[config.mk]
export PLATFORM = sky130hd
export DESIGN_NAME = div_unit_flat
export DESIGN_NICKNAME = d
export VERILOG_FILES = /design/src/rtl/alu_pkg.sv /design/src/rtl/div_unit_if.sv /design/src/rtl/div_step.sv /design/src/rtl/div_unit.sv /design/src/flat_wrapper.sv
export SDC_FILE = /design/constraint.sdc
export NUM_CORES = 1
export LEC_CHECK = 0
export ABC_AREA = 1
export BUFFER_PORTS_ARGS = -buffer_cell sky130_fd_sc_hd__clkbuf_2
export CAP_MARGIN = 20
export CORE_MARGIN = 3
export CORE_UTILIZATION = 40
export CTS_BUF_LIST = sky130_fd_sc_hd__clkbuf_8 sky130_fd_sc_hd__clkbuf_16
export CTS_CLUSTER_DIAMETER = 200
export DETAILED_ROUTE_END_ITERATION = 16
export RECOVER_POWER = 100
export SLEW_MARGIN = 20
export SYNTH_ARGS = -nofsm -noshare
export SYNTH_HDL_FRONTEND = slang
export SYNTH_SLANG_ARGS = --single-unit
[constraint.sdc]
create_clock -name clk -period 12.3 [get_ports clk]
set_clock_uncertainty 0.1 [all_clocks]
set_input_delay 0.615 -clock clk [delete_from_list [all_inputs] [get_ports clk]]
set_output_delay 0.615 -clock clk [all_outputs]
set_load 0.02 [all_outputs]
[src/rtl/alu_pkg.sv]
// Shared execute-stage definitions: divider op encodings, iteration count and FSM states.
package alu_pkg;

    localparam int DIV_ITER = 32;

    typedef enum logic [1:0] {
        OP_DIV  = 2'b00,
        OP_DIVU = 2'b01,
        OP_REM  = 2'b10,
        OP_REMU = 2'b11
    } div_op_t;

    typedef enum logic [1:0] {
        IDLE = 2'b00,
        CALC = 2'b01,
        DONE = 2'b10
    } div_state_t;

endpackage

[src/rtl/div_unit_if.sv]
// Divider request/response bundle: start/ctrl/operands in, busy/valid/result out.
interface div_unit_if #(
    parameter int REG_DATA_WIDTH = 32,
    parameter int CTRL_WIDTH     = 2
);
    logic                      start;
    logic [CTRL_WIDTH-1:0]     ctrl;
    logic [REG_DATA_WIDTH-1:0] din_0;
    logic [REG_DATA_WIDTH-1:0] din_1;
    logic                      busy;
    logic                      valid;
    logic [REG_DATA_WIDTH-1:0] result;

    modport master (
        output start, ctrl, din_0, din_1,
        input  busy, valid, result
    );

    modport slave (
        input  start, ctrl, din_0, din_1,
        output busy, valid, result
    );
endinterface

[src/rtl/div_step.sv]
// One restoring-division iteration: shift {rem, quo} left, trial-subtract, keep or restore.
module div_step #(
    parameter int W = 32
) (
    input  logic [W-1:0] rem,
    input  logic [W-1:0] quo,
    input  logic [W-1:0] dvs,
    output logic [W-1:0] rem_nxt,
    output logic [W-1:0] quo_nxt
);
    logic [W:0] shifted;
    logic [W:0] diff;

    assign shifted = {rem, quo[W-1]};
    assign diff    = shifted - {1'b0, dvs};

    // rem < dvs always holds, so a non-negative difference fits back into W bits
    always_comb begin
        rem_nxt = shifted[W-1:0];
        quo_nxt = {quo[W-2:0], 1'b0};
        if (!diff[W]) begin
            rem_nxt = diff[W-1:0];
            quo_nxt = {quo[W-2:0], 1'b1};
        end
    end
endmodule

[src/rtl/div_unit.sv]
// Iterative RV32M DIV/DIVU/REM/REMU unit, one quotient bit per clock.
// DIV_EARLY_OUT_EN: resolve divide-by-zero and signed overflow in IDLE and skip the iterations.
module div_unit
    import alu_pkg::*;
#(
    parameter int REG_DATA_WIDTH = DIV_ITER,
    parameter int CTRL_WIDTH     = 2
) (
    input  logic       clk,
    input  logic       reset,
    div_unit_if.slave  bus
);
    localparam int W  = REG_DATA_WIDTH;
    localparam int CW = $clog2(W);
    localparam logic [CW-1:0] LAST = CW'(W - 1);

    div_state_t    state_q, state_nxt;
    logic [CW-1:0] cnt_q;
    logic [W-1:0]  rem_q, quo_q, dvs_q;
    div_op_t       op_q;
    logic          neg_quo_q, neg_rem_q, dz_q;
    logic [W-1:0]  result_q;
    logic          busy_q, valid_q;

    logic          load, iter, write;
    logic [W-1:0]  wr_val;

    logic          is_signed, sign0, sign1, dz_in;
    logic [W-1:0]  abs0, abs1;
    logic [W-1:0]  step_rem, step_quo;
    logic [W-1:0]  quo_fix, rem_fix, final_res;

    assign is_signed = ~bus.ctrl[0];
    assign sign0     = is_signed & bus.din_0[W-1];
    assign sign1     = is_signed & bus.din_1[W-1];
    assign abs0      = sign0 ? -bus.din_0 : bus.din_0;
    assign abs1      = sign1 ? -bus.din_1 : bus.din_1;
    assign dz_in     = (bus.din_1 == '0);

    div_step #(.W(W)) u_step (
        .rem     (rem_q),
        .quo     (quo_q),
        .dvs     (dvs_q),
        .rem_nxt (step_rem),
        .quo_nxt (step_quo)
    );

    // Negation wraps at W bits, which gives the overflow case 0x8000_0000 / -1 for free
    assign quo_fix   = neg_quo_q ? -step_quo : step_quo;
    assign rem_fix   = neg_rem_q ? -step_rem : step_rem;
    assign final_res = op_q[1] ? rem_fix : (dz_q ? '1 : quo_fix);

`ifdef DIV_EARLY_OUT_EN
    logic         ovf_in, early_hit;
    logic [W-1:0] early_res;

    assign ovf_in    = is_signed && (bus.din_0 == {1'b1, {(W-1){1'b0}}}) && (bus.din_1 == '1);
    assign early_hit = dz_in | ovf_in;
    // Overflow quotient equals the dividend itself; its remainder is zero
    assign early_res = dz_in ? (bus.ctrl[1] ? bus.din_0 : '1)
                             : (bus.ctrl[1] ? '0 : bus.din_0);
`endif

    always_ff @(posedge clk or posedge reset) begin
        if (reset) state_q <= IDLE;
        else       state_q <= state_nxt;
    end

    always_comb begin
        state_nxt = state_q;
        load      = 1'b0;
        iter      = 1'b0;
        write     = 1'b0;
        wr_val    = final_res;
        case (state_q)
            IDLE: begin
                if (bus.start) begin
                    load      = 1'b1;
                    state_nxt = CALC;
`ifdef DIV_EARLY_OUT_EN
                    if (early_hit) begin
                        load      = 1'b0;
                        write     = 1'b1;
                        wr_val    = early_res;
                        state_nxt = DONE;
                    end
`endif
                end
            end
            CALC: begin
                iter = 1'b1;
                if (cnt_q == LAST) begin
                    write     = 1'b1;
                    state_nxt = DONE;
                end
            end
            DONE:    state_nxt = IDLE;
            default: state_nxt = IDLE;
        endcase
    end

    always_ff @(posedge clk or posedge reset) begin
        if (reset) begin
            cnt_q     <= '0;
            rem_q     <= '0;
            quo_q     <= '0;
            dvs_q     <= '0;
            op_q      <= OP_DIV;
            neg_quo_q <= 1'b0;
            neg_rem_q <= 1'b0;
            dz_q      <= 1'b0;
            result_q  <= '0;
            busy_q    <= 1'b0;
            valid_q   <= 1'b0;
        end else begin
            if (load) begin
                cnt_q     <= '0;
                rem_q     <= '0;
                quo_q     <= abs0;
                dvs_q     <= abs1;
                op_q      <= div_op_t'(bus.ctrl[1:0]);
                neg_quo_q <= sign0 ^ sign1;
                neg_rem_q <= sign0;
                dz_q      <= is_signed & dz_in;
            end
            if (iter) begin
                cnt_q <= cnt_q + 1'b1;
                rem_q <= step_rem;
                quo_q <= step_quo;
            end
            if (write) result_q <= wr_val;
            busy_q  <= (state_nxt != IDLE);
            valid_q <= (state_nxt == DONE);
        end
    end

    assign bus.busy   = busy_q;
    assign bus.valid  = valid_q;
    assign bus.result = result_q;
endmodule

[src/flat_wrapper.sv]
// flat-port wrapper written by rule: the top's interface ports become plain ports
module div_unit_flat import alu_pkg::*;
#(
    parameter int REG_DATA_WIDTH = DIV_ITER,
    parameter int CTRL_WIDTH     = 2
)
  (clk, reset, bus_start, bus_ctrl, bus_din_0, bus_din_1, bus_busy, bus_valid, bus_result);
  div_unit_if #(.REG_DATA_WIDTH(REG_DATA_WIDTH), .CTRL_WIDTH(CTRL_WIDTH)) bus_i ();
  input  logic clk;
  input  logic reset;
  input wire logic [$bits(bus_i.start)-1:0] bus_start;
  input wire logic [$bits(bus_i.ctrl)-1:0] bus_ctrl;
  input wire logic [$bits(bus_i.din_0)-1:0] bus_din_0;
  input wire logic [$bits(bus_i.din_1)-1:0] bus_din_1;
  output wire logic [$bits(bus_i.busy)-1:0] bus_busy;
  output wire logic [$bits(bus_i.valid)-1:0] bus_valid;
  output wire logic [$bits(bus_i.result)-1:0] bus_result;
  assign bus_i.start = bus_start;
  assign bus_i.ctrl = bus_ctrl;
  assign bus_i.din_0 = bus_din_0;
  assign bus_i.din_1 = bus_din_1;
  assign bus_busy = bus_i.busy;
  assign bus_valid = bus_i.valid;
  assign bus_result = bus_i.result;
  div_unit #(.REG_DATA_WIDTH(REG_DATA_WIDTH), .CTRL_WIDTH(CTRL_WIDTH)) u_core (.clk(clk), .reset(reset), .bus(bus_i));
endmodule
==> flow_summary.toml <==
[setup_path]
cp-startpoint = "u_core.state_q[1]$_DFF_PP0_"
arrival_ps = 6750
crit_type = "flop to flop"
critPathSlowestCell = "clkbuf_1"
cp_max_fo = 80
cp_cell_sequence = "inv_1 > nand2_1 > nand3_2 > clkbuf_1 > clkinv_1 > nor2_4 > buf_4 > inv_1 > o221ai_1"
path_common_cell = "inv_1"
critPathCaptureType = "flop"
cpPeakStageDelay_ps = 2170
r2r_cells = 9
r2r_start = "u_core.state_q[1]$_DFF_PP0_"
critPathLaunchType = "flop"
cp.required_ps = 12500

[sta]
min_period_ps = 6550
rsz0062_at_grt = "no"
slew_headroom = -1.92
final_hold_viol_count = 0
setup_violations = 0
worst_pin_slew_ps = 4370
fin_ws_ps = 5750
max_freq_mhz = 153
fin_tns_setup_ps = 0
finalCritPeriodShare = 0.533
maxSlewViolCount = 298
whs_ps = 303

[yosys]
synth-seq-area-share = 0.295
synth.net_count = 1971
synthCells = 1863
syn_avg_cell_area_sq_um = 6.42
yosys_warnings = 0
syn_area_sq_mm = 0.0120
async_reset_ff_frac = 1.00
synthDistinctLibCells = 54
ys_ff_latch = 141
synth-edff-count = 0
ys.flop_type = "dfrtp_1"

[grt]
antenna_found_initial = 0
overflow = 0
grt_pass1_vias = 11400
grt_max_degree = 82
grt_pass1_wl_microns = 61000
grt_usage = 0.245

[clock_network]
cts_root_buf = "clkbuf_16"
cts_tree = "done"
cts_made_buffers = 17
cts_max_level = 4
hold_buffers = 0
path_clk_slew_ps = 60
clk_latency_ps = 440
postCtsSetupRepairBufs = 0
cts_buffer_depth = 2
ctsResizeCount = 0
clkSinkCount = 141

[routing]
drtAntennaViolNets = 0
vias = 12200
post_drt_wl_per_cell_microns = 16.6
dr.pass1.iters = 5
post_drt_via_cell_ratio = 5.23
drc_errors = 0
drtIter0Drc = 933
wirelength_microns = 38700

[placed_design]
dp_cells = 2301
hpwl_microns = 30500
post-place-ws_ps = 7650
io_buffers = 102
gp_congestion = 0.949

[floorplan]
rows = 62
start_util = 0.411
dieArea_sq_mm = 0.0320
die_h_microns = 179
core-area_sq_mm = 0.0291
num_io_pins = 103
die_w_microns = 179

[final_layout]
nNetsFinal = 2044
diodes = 0
drive_gt1_frac = 0.0934
final_cells = 2333
syn_to_final_growth_pct = 10.7

[hold_path]
worst_hold_path_type = "input pin to flop"
whs_path_depth = 3
min_from = "bus_ctrl[1]"

[status]
status = "finished with violations"
violations = "capacitance limit, slew limit"

[flow_run]
maxCapViolCount = 5
[per-layer routing]
layer / share of wire / global-route usage / wire, microns / vias to the layer above
met5: 0 / 0 / 0 / -
met4: 0.027 / 0.0808 / 1060 / 0
met3: 0.052 / 0.0294 / 2020 / 54
met2: 0.44 / 0.375 / 17100 / 331
met1: 0.48 / 0.357 / 18600 / 5659
li1: - / - / - / 6149
[cell usage after synthesis (all sizes together), types with 29 or more instances]
library cell	instances	share of area
nand3	149	0.064
nor2	158	0.052
xor2	51	0.037
inv	261	0.082
a22oi	29	0.018
dfrtp	141	0.29
a21oi	62	0.028
clkbuf	44	0.014
o21ai	136	0.059
nand2	587	0.19
ha	38	0.040
nor3	33	0.016
[worst paths after layout]
path / to / slack (ps)
min in group asynchronous: u_core.dvs_q[12]$_DFFE_PP0P_ / 860
max in group asynchronous: u_core.bus.result[26]$_DFFE_PP0P_ / 6130
min: u_core.op_q[1]$_DFFE_PP0P_ / 300
max: u_core.quo_q[0]$_DFFE_PP0P_ / 5750
max reg2reg: u_core.quo_q[0]$_DFFE_PP0P_ / 5750
min reg2reg: u_core.bus.result[5]$_DFFE_PP0P_ / 380
[flip-flops by register name, summed over array words and instances (netlist names)]
name               cells
u_core.bus.busy        1
u_core.bus.result     32
u_core.bus.valid       1
u_core.cnt_q           5
u_core.dvs_q          32
u_core.dz_q            1
u_core.neg_quo_q       1
u_core.neg_rem_q       1
u_core.op_q            1
u_core.quo_q          32
u_core.rem_q          32
u_core.state_q         2
[worst max-delay path, delay by kind of cell (launching register included)]
family,cells,cell delay [ps]
AO/OA/AOI/OAI,1,290
flip-flops,1,360
AND/OR/NAND/NOR,3,500
buffers and inverters,5,5150
[through the flow]
stage          utilization  instance area, sq um
3_5_place_dp         0.440                 12800
2_1_floorplan            -                 12000
3_3_place_gp         0.440                 12800
6_report             0.455                 13200
4_1_cts              0.459                 13300
5_1_grt              0.455                 13200
[layout make-up]
type | instances | area [sq um]
Multi-Input combinational cell | 1399 | 7170
Timing Repair Buffer | 111 | 519
Sequential cell | 141 | 3530
Tap cell | 384 | 480
Inverter | 266 | 1000
Clock buffer | 18 | 439
Fill cell | 3118 | 15800
Clock inverter | 14 | 108
[cell families (layout without fill, tap and decap cells)]
group	Yosys count	after routing	synth area share
simple gates	995	995	0.361
buf+inv	323	409	0.104
compound gates	292	292	0.145
flops	141	141	0.295
xor+xnor	73	73	0.0534
fa+ha+maj	39	39	0.0414
[cells in the final DEF, fill, tap and decap left out, types with 7 or more instances in the layout]
cell / count
nor2_2: 7
nand3_1: 145
or2_2: 23
inv_1: 254
xnor2_1: 22
nor2_1: 149
clkbuf_2: 67
ha_1: 38
nor3_1: 31
nand2_1: 561
inv_2: 7
a21oi_1: 58
nand2_2: 20
a22oi_1: 29
o21ai_0: 127
nand3b_1: 7
clkbuf_1: 39
and2_1: 7
dfrtp_1: 141
clkbuf_16: 17
nand4_1: 20
o22ai_1: 15
xor2_1: 51
Power is not shown: default switching activity piles up to over one toggle a cycle in this logic, so the estimate is an artifact.
